File: config.mk
export PLATFORM = sky130hd
export DESIGN_NAME = move_sequencer
export DESIGN_NICKNAME = d
export VERILOG_FILES = /design/src/rtl/chess_pkg.sv /design/src/rtl/step_dir_decode.sv /design/src/rtl/move_sequencer.sv
export SDC_FILE = /design/constraint.sdc
export NUM_CORES = 1
export LEC_CHECK = 0
export BUFFER_PORTS_ARGS = -buffer_cell sky130_fd_sc_hd__buf_2
export CAP_MARGIN = 20
export CORE_MARGIN = 1.5
export CORE_UTILIZATION = 35
export CTS_CLUSTER_SIZE = 25
export DETAILED_ROUTE_END_ITERATION = 10
export GPL_TIMING_DRIVEN = 1
export PLACE_DENSITY_LB_ADDON = 0.3
export SYNTH_ARGS = -nofsm -noshare
export SYNTH_HDL_FRONTEND = slang
export SYNTH_SLANG_ARGS = --single-unit
File: constraint.sdc
create_clock -name clk -period 6.4 [get_ports clk]
set_input_delay 0.32 -clock clk [delete_from_list [all_inputs] [get_ports clk]]
set_output_delay 0.32 -clock clk [all_outputs]
set_load 0.005 [all_outputs]
File: src/rtl/chess_pkg.sv
// Shared types and constants for the move sequencer and its step decoder.
package chess_pkg;

  typedef struct packed {
    logic [2:0] row;
    logic [2:0] col;
  } square_t;

  // Numbered to match the bit positions of the evaluator allow mask.
  typedef enum logic [2:0] {
    DIR_UPLEFT    = 3'd0,
    DIR_LEFT      = 3'd1,
    DIR_DOWNLEFT  = 3'd2,
    DIR_DOWN      = 3'd3,
    DIR_RIGHTDOWN = 3'd4,
    DIR_RIGHT     = 3'd5,
    DIR_UPRIGHT   = 3'd6,
    DIR_UP        = 3'd7
  } dir_e;

  typedef enum logic [2:0] {
    RC_OK         = 3'd0,
    RC_EMPTY_SRC  = 3'd1,
    RC_WRONG_TURN = 3'd2,
    RC_BAD_DELTA  = 3'd3,
    RC_OWN_PIECE  = 3'd4,
    RC_BLOCKED    = 3'd5
  } rsp_code_e;

  localparam int unsigned OCC_BIT   = 0;
  localparam int unsigned COLOR_BIT = 1;
  localparam int unsigned KING_BIT  = 2;

  typedef enum logic [2:0] {
    ST_IDLE,
    ST_CHECK,
    ST_EVAL,
    ST_DECIDE,
    ST_RESP,
    ST_SCAN
  } state_e;

endpackage

File: src/rtl/step_dir_decode.sv
// Maps a from/to square pair onto one of the eight unit-step directions.
module step_dir_decode
  import chess_pkg::*;
(
  input  square_t     from_sq,
  input  square_t     to_sq,
  output dir_e        dir,
  output logic        step_ok
);

  logic [3:0] d_row;
  logic [3:0] d_col;

  // Zero-extended 4-bit differences span -7..+7, so edge squares cannot alias a unit step.
  always_comb begin
    d_row   = {1'b0, to_sq.row} - {1'b0, from_sq.row};
    d_col   = {1'b0, to_sq.col} - {1'b0, from_sq.col};
    dir     = DIR_UP;
    step_ok = 1'b1;
    case ({d_row, d_col})
      {4'hF, 4'h0}: dir = DIR_UP;
      {4'hF, 4'h1}: dir = DIR_UPRIGHT;
      {4'h0, 4'h1}: dir = DIR_RIGHT;
      {4'h1, 4'h1}: dir = DIR_RIGHTDOWN;
      {4'h1, 4'h0}: dir = DIR_DOWN;
      {4'h1, 4'hF}: dir = DIR_DOWNLEFT;
      {4'h0, 4'hF}: dir = DIR_LEFT;
      {4'hF, 4'hF}: dir = DIR_UPLEFT;
      default:      step_ok = 1'b0;
    endcase
  end

endmodule

File: src/rtl/move_sequencer.sv
// Sequences single-step move requests against a shared move evaluator.
// Optional post-move no-legal-step scan is enabled with `define MOVE_SCAN_EN.
module move_sequencer
  import chess_pkg::*;
#(
  parameter int unsigned MOVE_CNT_W = 10,
  parameter bit          FIRST_TURN = 1'b0
) (
  input  logic                  clk,
  input  logic                  reset_n,
  input  logic                  req_valid,
  output logic                  req_ready,
  input  logic [2:0]            from_row,
  input  logic [2:0]            from_column,
  input  logic [2:0]            to_row,
  input  logic [2:0]            to_column,
  input  logic [7:0][7:0][2:0]  boardPos,
  output logic [2:0]            eval_row,
  output logic [2:0]            eval_column,
  output logic                  eval_color,
  input  logic [7:0]            eval_allow,
  output logic                  rsp_valid,
  input  logic                  rsp_ready,
  output logic                  rsp_legal,
  output logic [2:0]            rsp_code,
  output logic                  turn,
  output logic [MOVE_CNT_W-1:0] move_count
`ifdef MOVE_SCAN_EN
  ,
  output logic                  no_moves
`endif
);

  state_e    state;
  square_t   src;
  square_t   dst;
  dir_e      dir;
  logic      step_ok;
  logic [2:0] src_cell;
  logic [2:0] dst_cell;
  logic      check_fail;
  rsp_code_e check_code;
  logic      unused_king;

  step_dir_decode u_step_dir_decode (
    .from_sq (src),
    .to_sq   (dst),
    .dir     (dir),
    .step_ok (step_ok)
  );

  assign src_cell = boardPos[src.row][src.col];
  assign dst_cell = boardPos[dst.row][dst.col];

  always_comb begin
    check_fail = 1'b1;
    check_code = RC_OK;
    if (!src_cell[OCC_BIT])                                  check_code = RC_EMPTY_SRC;
    else if (src_cell[COLOR_BIT] != turn)                    check_code = RC_WRONG_TURN;
    else if (!step_ok)                                       check_code = RC_BAD_DELTA;
    else if (dst_cell[OCC_BIT] && dst_cell[COLOR_BIT] == turn) check_code = RC_OWN_PIECE;
    else                                                     check_fail = 1'b0;
  end

  always_comb begin
    unused_king = 1'b0;
    for (int unsigned r = 0; r < 8; r++)
      for (int unsigned c = 0; c < 8; c++)
        unused_king = unused_king ^ boardPos[r][c][KING_BIT];
  end

`ifdef MOVE_SCAN_EN
  logic [5:0] scan_idx;
  logic       scan_phase;
  logic       scan_any;
  logic [2:0] scan_cell;
  logic       scan_hit;

  assign scan_cell = boardPos[scan_idx[5:3]][scan_idx[2:0]];
  assign scan_hit  = scan_cell[OCC_BIT] && (scan_cell[COLOR_BIT] == turn) && (|eval_allow);
`endif

  always_ff @(posedge clk or negedge reset_n) begin
    if (!reset_n) begin
      state       <= ST_IDLE;
      req_ready   <= 1'b0;
      rsp_valid   <= 1'b0;
      rsp_legal   <= 1'b0;
      rsp_code    <= '0;
      eval_row    <= '0;
      eval_column <= '0;
      eval_color  <= 1'b0;
      turn        <= FIRST_TURN;
      move_count  <= '0;
      src         <= '0;
      dst         <= '0;
`ifdef MOVE_SCAN_EN
      no_moves    <= 1'b0;
      scan_idx    <= '0;
      scan_phase  <= 1'b0;
      scan_any    <= 1'b0;
`endif
    end else begin
      case (state)
        ST_IDLE: begin
          if (req_valid && req_ready) begin
            src.row   <= from_row;
            src.col   <= from_column;
            dst.row   <= to_row;
            dst.col   <= to_column;
            req_ready <= 1'b0;
            state     <= ST_CHECK;
          end else begin
            req_ready <= 1'b1;
          end
        end
        ST_CHECK: begin
          if (check_fail) begin
            rsp_valid <= 1'b1;
            rsp_legal <= 1'b0;
            rsp_code  <= check_code;
            state     <= ST_RESP;
          end else begin
            eval_row    <= src.row;
            eval_column <= src.col;
            eval_color  <= turn;
            state       <= ST_EVAL;
          end
        end
        ST_EVAL: state <= ST_DECIDE;
        ST_DECIDE: begin
          rsp_valid <= 1'b1;
          rsp_legal <= eval_allow[dir];
          rsp_code  <= eval_allow[dir] ? RC_OK : RC_BLOCKED;
          state     <= ST_RESP;
        end
        ST_RESP: begin
          if (rsp_ready) begin
            rsp_valid <= 1'b0;
            if (rsp_legal) begin
              turn <= ~turn;
              if (move_count != '1)
                move_count <= move_count + MOVE_CNT_W'(1);
            end
`ifdef MOVE_SCAN_EN
            if (rsp_legal) begin
              scan_idx   <= '0;
              scan_phase <= 1'b0;
              scan_any   <= 1'b0;
              state      <= ST_SCAN;
            end else begin
              req_ready <= 1'b1;
              state     <= ST_IDLE;
            end
`else
            req_ready <= 1'b1;
            state     <= ST_IDLE;
`endif
          end
        end
`ifdef MOVE_SCAN_EN
        // Phase 0 presents a square to the evaluator, phase 1 samples its mask.
        ST_SCAN: begin
          if (!scan_phase) begin
            eval_row    <= scan_idx[5:3];
            eval_column <= scan_idx[2:0];
            eval_color  <= turn;
            scan_phase  <= 1'b1;
          end else begin
            scan_phase <= 1'b0;
            scan_idx   <= scan_idx + 6'd1;
            if (scan_idx == 6'd63) begin
              no_moves  <= !(scan_any | scan_hit);
              req_ready <= 1'b1;
              state     <= ST_IDLE;
            end else begin
              scan_any <= scan_any | scan_hit;
            end
          end
        end
`endif
        default: begin
          req_ready <= 1'b0;
          state     <= ST_IDLE;
        end
      endcase
    end
  end

endmodule
=== Word-level counts from Yosys, hierarchy flattened ===
Index checks and enable logic that the tools add are counted.

* Equal/unequal tests: 18
* Add/sub/neg operators: 3
* Multiply operators: 0
* Bitwise gates (word level): 3
* Order comparisons: 5
* Mux-type cells: 35
* Shift operators: 0
* Div/mod/pow operators: 0
* Reduce and logical (&&, ||, !) cells: 15

{| class="wikitable"
|+ Operator list
! kind !! number
|-
| $bmux 24 s3 || 2
|-
| $mux 24 || 2
|-
| $mux 3 || 9
|-
| $eq 8x5->1 const B || 3
|-
| $eq 8x8->1 const B || 3
|-
| $pmux 3 s7 || 1
|-
| $lt 3x4->1 const B || 5
|-
| $bmux 3 s3 || 2
|-
| $pmux 3 s5 || 1
|-
| $mux 1 || 11
|-
| $add 10x1->10 const B || 1
|-
| $ne 10x10->1 const B || 1
|-
| $reduce_and 2->1 || 5
|-
| $eq 8x1->1 const B || 1
|-
| $eq 8x4->1 const B || 1
|-
| $reduce_or 8->1 || 1
|-
| $sub 3x3->4 || 2
|-
| $eq 3x2->1 const B || 2
|-
| $ne 2x2->1 const B || 3
|-
| $pmux 1 s3 || 2
|-
| $pmux 3 s2 || 1
|-
| $reduce_and 3->1 || 2
|-
| $mux 2 || 2
|-
| $reduce_and 4->1 || 1
|-
| other kinds (12) || 15
|}

* Output and inout bits: 24
* RAM bits: 0
* Input bits: 216
* Latch bits: 0
* Memory bits (read-only): 0
* Bits in registers: 39
* Memories kept: 0
* Word-level logic and storage cells: 93

=== Logic depth before layout (Yosys ltp) ===
* Depth in word-level cells: 12
* Depth in mapped cells: 14
* Gate-level depth less buffers: 12

=== By module ===
Synthesis repeated with hierarchy kept, for this count alone.

* Cell total of the unflattened synthesis: 411
* Area, all modules: 4413.0 µm²

{| class="wikitable"
|+ Modules (own cells, without submodules)
! module !! seq. area each (µm²) !! cells an instance !! area an instance (µm²) !! instances
|-
| move_sequencer || 975.9 || 371 || 4108.9 || 1
|-
| step_dir_decode || 0.0 || 40 || 304.0 || 1
|}

=== Worst setup path before layout ===
No wires, ideal clock.

* Path type: flip-flop to flip-flop
* From: reg dst[3] in the netlist's numbering
* To: reg rsp_code[0]
* Data arrival time: 2828 ps
* Clock period less this slack: 2932 ps
* Stages on the path, launching flop included: 15
* Setup time: 104 ps
* Path buffers: 2
* Setup slack: 3468 ps
* Path through: dfrtp_1 -> buf_4 -> buf_4 -> clkinv_1 -> ha_1 -> inv_1 -> fa_1 -> xor2_1 -> a211o_1 -> nand2_1 -> nand3_1 -> a2111o_1 -> nand4_1 -> nor2_1 -> a221oi_1

* Cells in the longest elaborated chain, start to end: 12
* Elaborated cells between the ends (all ways): 32

{| class="wikitable"
|+ Ends and longest elaborated chain
! item !! line !! RTL
|-
| from (decl) || move_sequencer.sv:36 || <nowiki>square_t dst;</nowiki>
|-
| $bmux 24 s3 || move_sequencer.sv:53 || <nowiki>assign dst_cell = boardPos[dst.row][dst.col];</nowiki>
|-
| $mux 24 (not written as such) || move_sequencer.sv:53 ||
|-
| $bmux 3 s3 || move_sequencer.sv:53 ||
|-
| $mux 2 (not written as such) || move_sequencer.sv:53 ||
|-
| $eq 1x1->1 || move_sequencer.sv:61 || <nowiki>else if (dst_cell[OCC_BIT] && dst_cell[COLOR_BIT] == turn) check_code = RC_OWN_PIECE;</nowiki>
|-
| $logic_and 1x1->1 || move_sequencer.sv:61 ||
|-
| $mux 1 || move_sequencer.sv:61 ||
|-
| $mux 1 || move_sequencer.sv:60 || <nowiki>else if (!step_ok) check_code = RC_BAD_DELTA;</nowiki>
|-
| $mux 1 || move_sequencer.sv:59 || <nowiki>else if (src_cell[COLOR_BIT] != turn) check_code = RC_WRONG_TURN;</nowiki>
|-
| $mux 1 || move_sequencer.sv:58 || <nowiki>if (!src_cell[OCC_BIT]) check_code = RC_EMPTY_SRC;</nowiki>
|-
| $ne 2x2->1 (no source line) || -- ||
|-
| $reduce_and 2->1 (no source line) || -- ||
|-
| to (signal assigned) || move_sequencer.sv:121 || <nowiki>rsp_code <= check_code;</nowiki>
|-
| to (signal assigned) || move_sequencer.sv:134 || <nowiki>rsp_code <= eval_allow[dir] ? RC_OK : RC_BLOCKED;</nowiki>
|-
| to (decl) || move_sequencer.sv:25 || <nowiki>output logic [2:0] rsp_code,</nowiki>
|}

Parallel ways exist; a longest one is shown, timed or not. The select of a mux whose other input is x is not followed.
A chain may end at the register's enable or synchronous reset.

=== Worst setup path in the final report ===
Same ends and word-level chain as after synthesis.

==> flow_summary.yaml <==
floorplan:
  num_io_pins: 240
  dieHeight_um: 113
  core_area_um2: 12000
  start_util: 0.356
  die_w_um: 113
  dieArea_um2: 12900
  rows: 40
sta:
  tightest_slew_ns: 1.09
  tns_ns: 0
  slew_violations: 0
  setup_viol: 0
  rsz0062_at_grt: "no"
  skew_ns: 0.00178
  fmax_ghz: 0.269
  finalHoldViolCount: 0
  finalCriticalPeriod_ns: 3.72
  slew-limit-headroom: 0.275
  fin_crit_sh: 0.581
critical_path:
  max_stage_delay_ns: 0.87
  crit_fanout: 18
  crit_slowest_cell: "dfrtp_1"
  startpoint_type: "flip-flop"
  worst-setup-path-type: "flip-flop to flip-flop"
  required_ns: 6.57
  worstPathCellList: "clkinv_1, ha_1, inv_1, fa_1, a211o_1, nand2_1, nand3_1, a2111o_1, nand4_1, nor2_1, a221oi_1"
  arrival_ns: 3.89
  end_kind: "flip-flop"
synth:
  synth_sequential_area_ratio: 0.229
  synth_top_cells_by_area: "dfrtp_1 (23%), mux4_2 (18%), mux2i_1 (11%)"
  synth_flop_cell: "dfrtp_1"
  postSynthCellCount: 404
  yosys-top-cells-count: "mux2i_1 (47), nand2_1 (43), dfrtp_1 (39), mux4_2 (35), a22oi_1 (21)"
  synth_top_area_share: 0.229
  ys_seq_elements: 39
  async_flop_share: 1.00
  synth_most_common_cell: "mux2i_1"
  synth_cell_types: 57
  avgSynthCellArea_um2: 10.6
  synth_top_area_cell: "dfrtp_1"
  synth_nets: 629
  synth_edf_count: 0
  netlist_area_um2: 4260
  yosysWarnings: 0
global_routing:
  first_global_vias: 4334
  grt_pass1_wl_mm: 21.7
  grt_max_degree: 40
  grt_usage: 0.214
  grt-ovfl-total: 0
  antenna_found_initial: 2
clock_network:
  post_cts_resize_count: 0
  cts_root_buffer: "clkbuf_16"
  htreeDepth: 2
  clkTransAtPathRegs_ns: 0.06
  cts_made_buffers: 5
  numClockSinks: 39
  postCtsSetupBuffers: 0
  cts-hold-fix-buffers: 0
  cts.path.max_buffers: 2
  cts_tree: "yes"
  clock_latency_ns: 0.27
final_layout:
  fin_area_um2: 5340
  postLayoutCoreUtil: 0.446
  drive_gt1_frac: 0.428
  syn2layout_area_growth_pct: 25.2
  seqCellArea_um2: 978
  num_antenna_cells: 0
  fillers: 1178
  finalNetCount: 789
  multi_input_area_um2: 3040
route:
  vias: 4151
  viasPerCell: 5.83
  drtIter0Drc: 320
  finalWirelength_mm: 13.6
  antenna_left: 0
  first_pass_iters: 4
  drcViolationCount: 0
  routedWlPerCell_um: 19.1
power:
  p_leak_uw: 0.00254
  ir_worst_vdd_uv: 176
  p_per_area_nw_per_um2: 433
placed_design:
  hpwl_mm: 10.8
  gp_congestion: 0.842
  post_dp_cell_area_um2: 5170
  portBuffers: 175
worst_hold_path:
  hold_class: "input port to asynchronous set/reset pin"
job:
  drv_cap: 0
status:
  status: "finished clean"
final timing paths:
path | endpoint | depth (start not counted) | from | slack [ns]
max | rsp_code[0] | 11 | dst[3] | 2.68
min | move_count[4] | 1 | reset_n | 0.16
max reg2reg | rsp_code[0] | 11 | dst[3] | 2.68
min reg2reg | rsp_valid | 2 | rsp_valid | 0.48
max in group asynchronous | src[4] | 1 | reset_n | 5.63
min in group clk | src[5] | 3 | from_row[2] | 0.26
metrics by stage:
stage / worst slack [ns] / std cells / hold slack [ns] / power (uW)
final: 2.68 / 712 / 0.164 / 2310
after detailed placement: 2.67 / 704 / 0.468 / 2030
after floorplan: 3.47 / 404 / 0.0244 / 1700
after global routing: 2.30 / 712 / 0.228 / 2510
after CTS: 2.63 / 712 / 0.199 / 2320
after global placement: 2.72 / 704 / 0.457 / 2000
placed cells by master, fill, tap and decap left out, drive strengths merged, types with 5 or more instances in the layout:
cell type	n
buf	178
mux2i	47
nand2	43
mux4	43
dfrtp	39
a22oi	21
nor2	20
inv	18
o21ai	16
nand3	14
mux2	14
a21oi	9
nand4	9
xnor2	9
ha	7
and3	6
xor2	6
nor2b	5
clkbuf	5
a32oi	5
final cells by class:
cell class	count	share of cell area
Multi-Input combinational cell	321	0.569
Sequential cell	39	0.183
Timing Repair Buffer	178	0.168
Tap cell	147	0.0345
Clock buffer	5	0.0234
Inverter	19	0.0134
Clock inverter	3	0.00821
critical path, delay by kind of cell (launching register included):
kind,cells,cell delay (ns)
AO/OA/AOI/OAI,3,0.97
flip-flops,1,0.87
adder cells (fa/ha/maj),2,0.76
buffers and inverters,2,0.54
AND/OR/NAND/NOR,4,0.45
power breakdown:
group | leakage [uW] | internal (uW) | switching [uW] | total [uW]
Combinational | 0.00195 | 725 | 806 | 1530
Clock | 0.0000838 | 184 | 98.2 | 282
Sequential | 0.000503 | 310 | 189 | 499
Total | 0.00254 | 1220 | 1090 | 2310
flip-flops by register name (all words and copies together), names as in the netlist:
| signal | cells |
|---|---|
| move_count | 10 |
| eval_row | 3 |
| turn | 1 |
| state | 3 |
| eval_color | 1 |
| rsp_legal | 1 |
| src | 6 |
| rsp_code | 3 |
| eval_column | 3 |
| req_ready | 1 |
| rsp_valid | 1 |
| dst | 6 |
kinds of logic after synthesis:
| group | count (synthesis) | share of synthesized area |
|---|---|---|
| multiplexers | 104 | 0.382 |
| buffers and inverters | 44 | 0.0590 |
| adder cells (fa/ha/maj) | 9 | 0.0299 |
| flip-flops | 39 | 0.229 |
| AND/OR/NAND/NOR | 115 | 0.136 |
| XOR/XNOR | 15 | 0.0326 |
| AO/OA/AOI/OAI | 78 | 0.131 |
layer usage:
| metal | share of wire | GRT usage |
|---|---|---|
| met5 | 0.0012 | 0 |
| met4 | 0.020 | 0.0575 |
| met3 | 0.069 | 0.0439 |
| met2 | 0.49 | 0.370 |
| met1 | 0.42 | 0.272 |
Note: power is estimated with default switching activity, not from simulation.
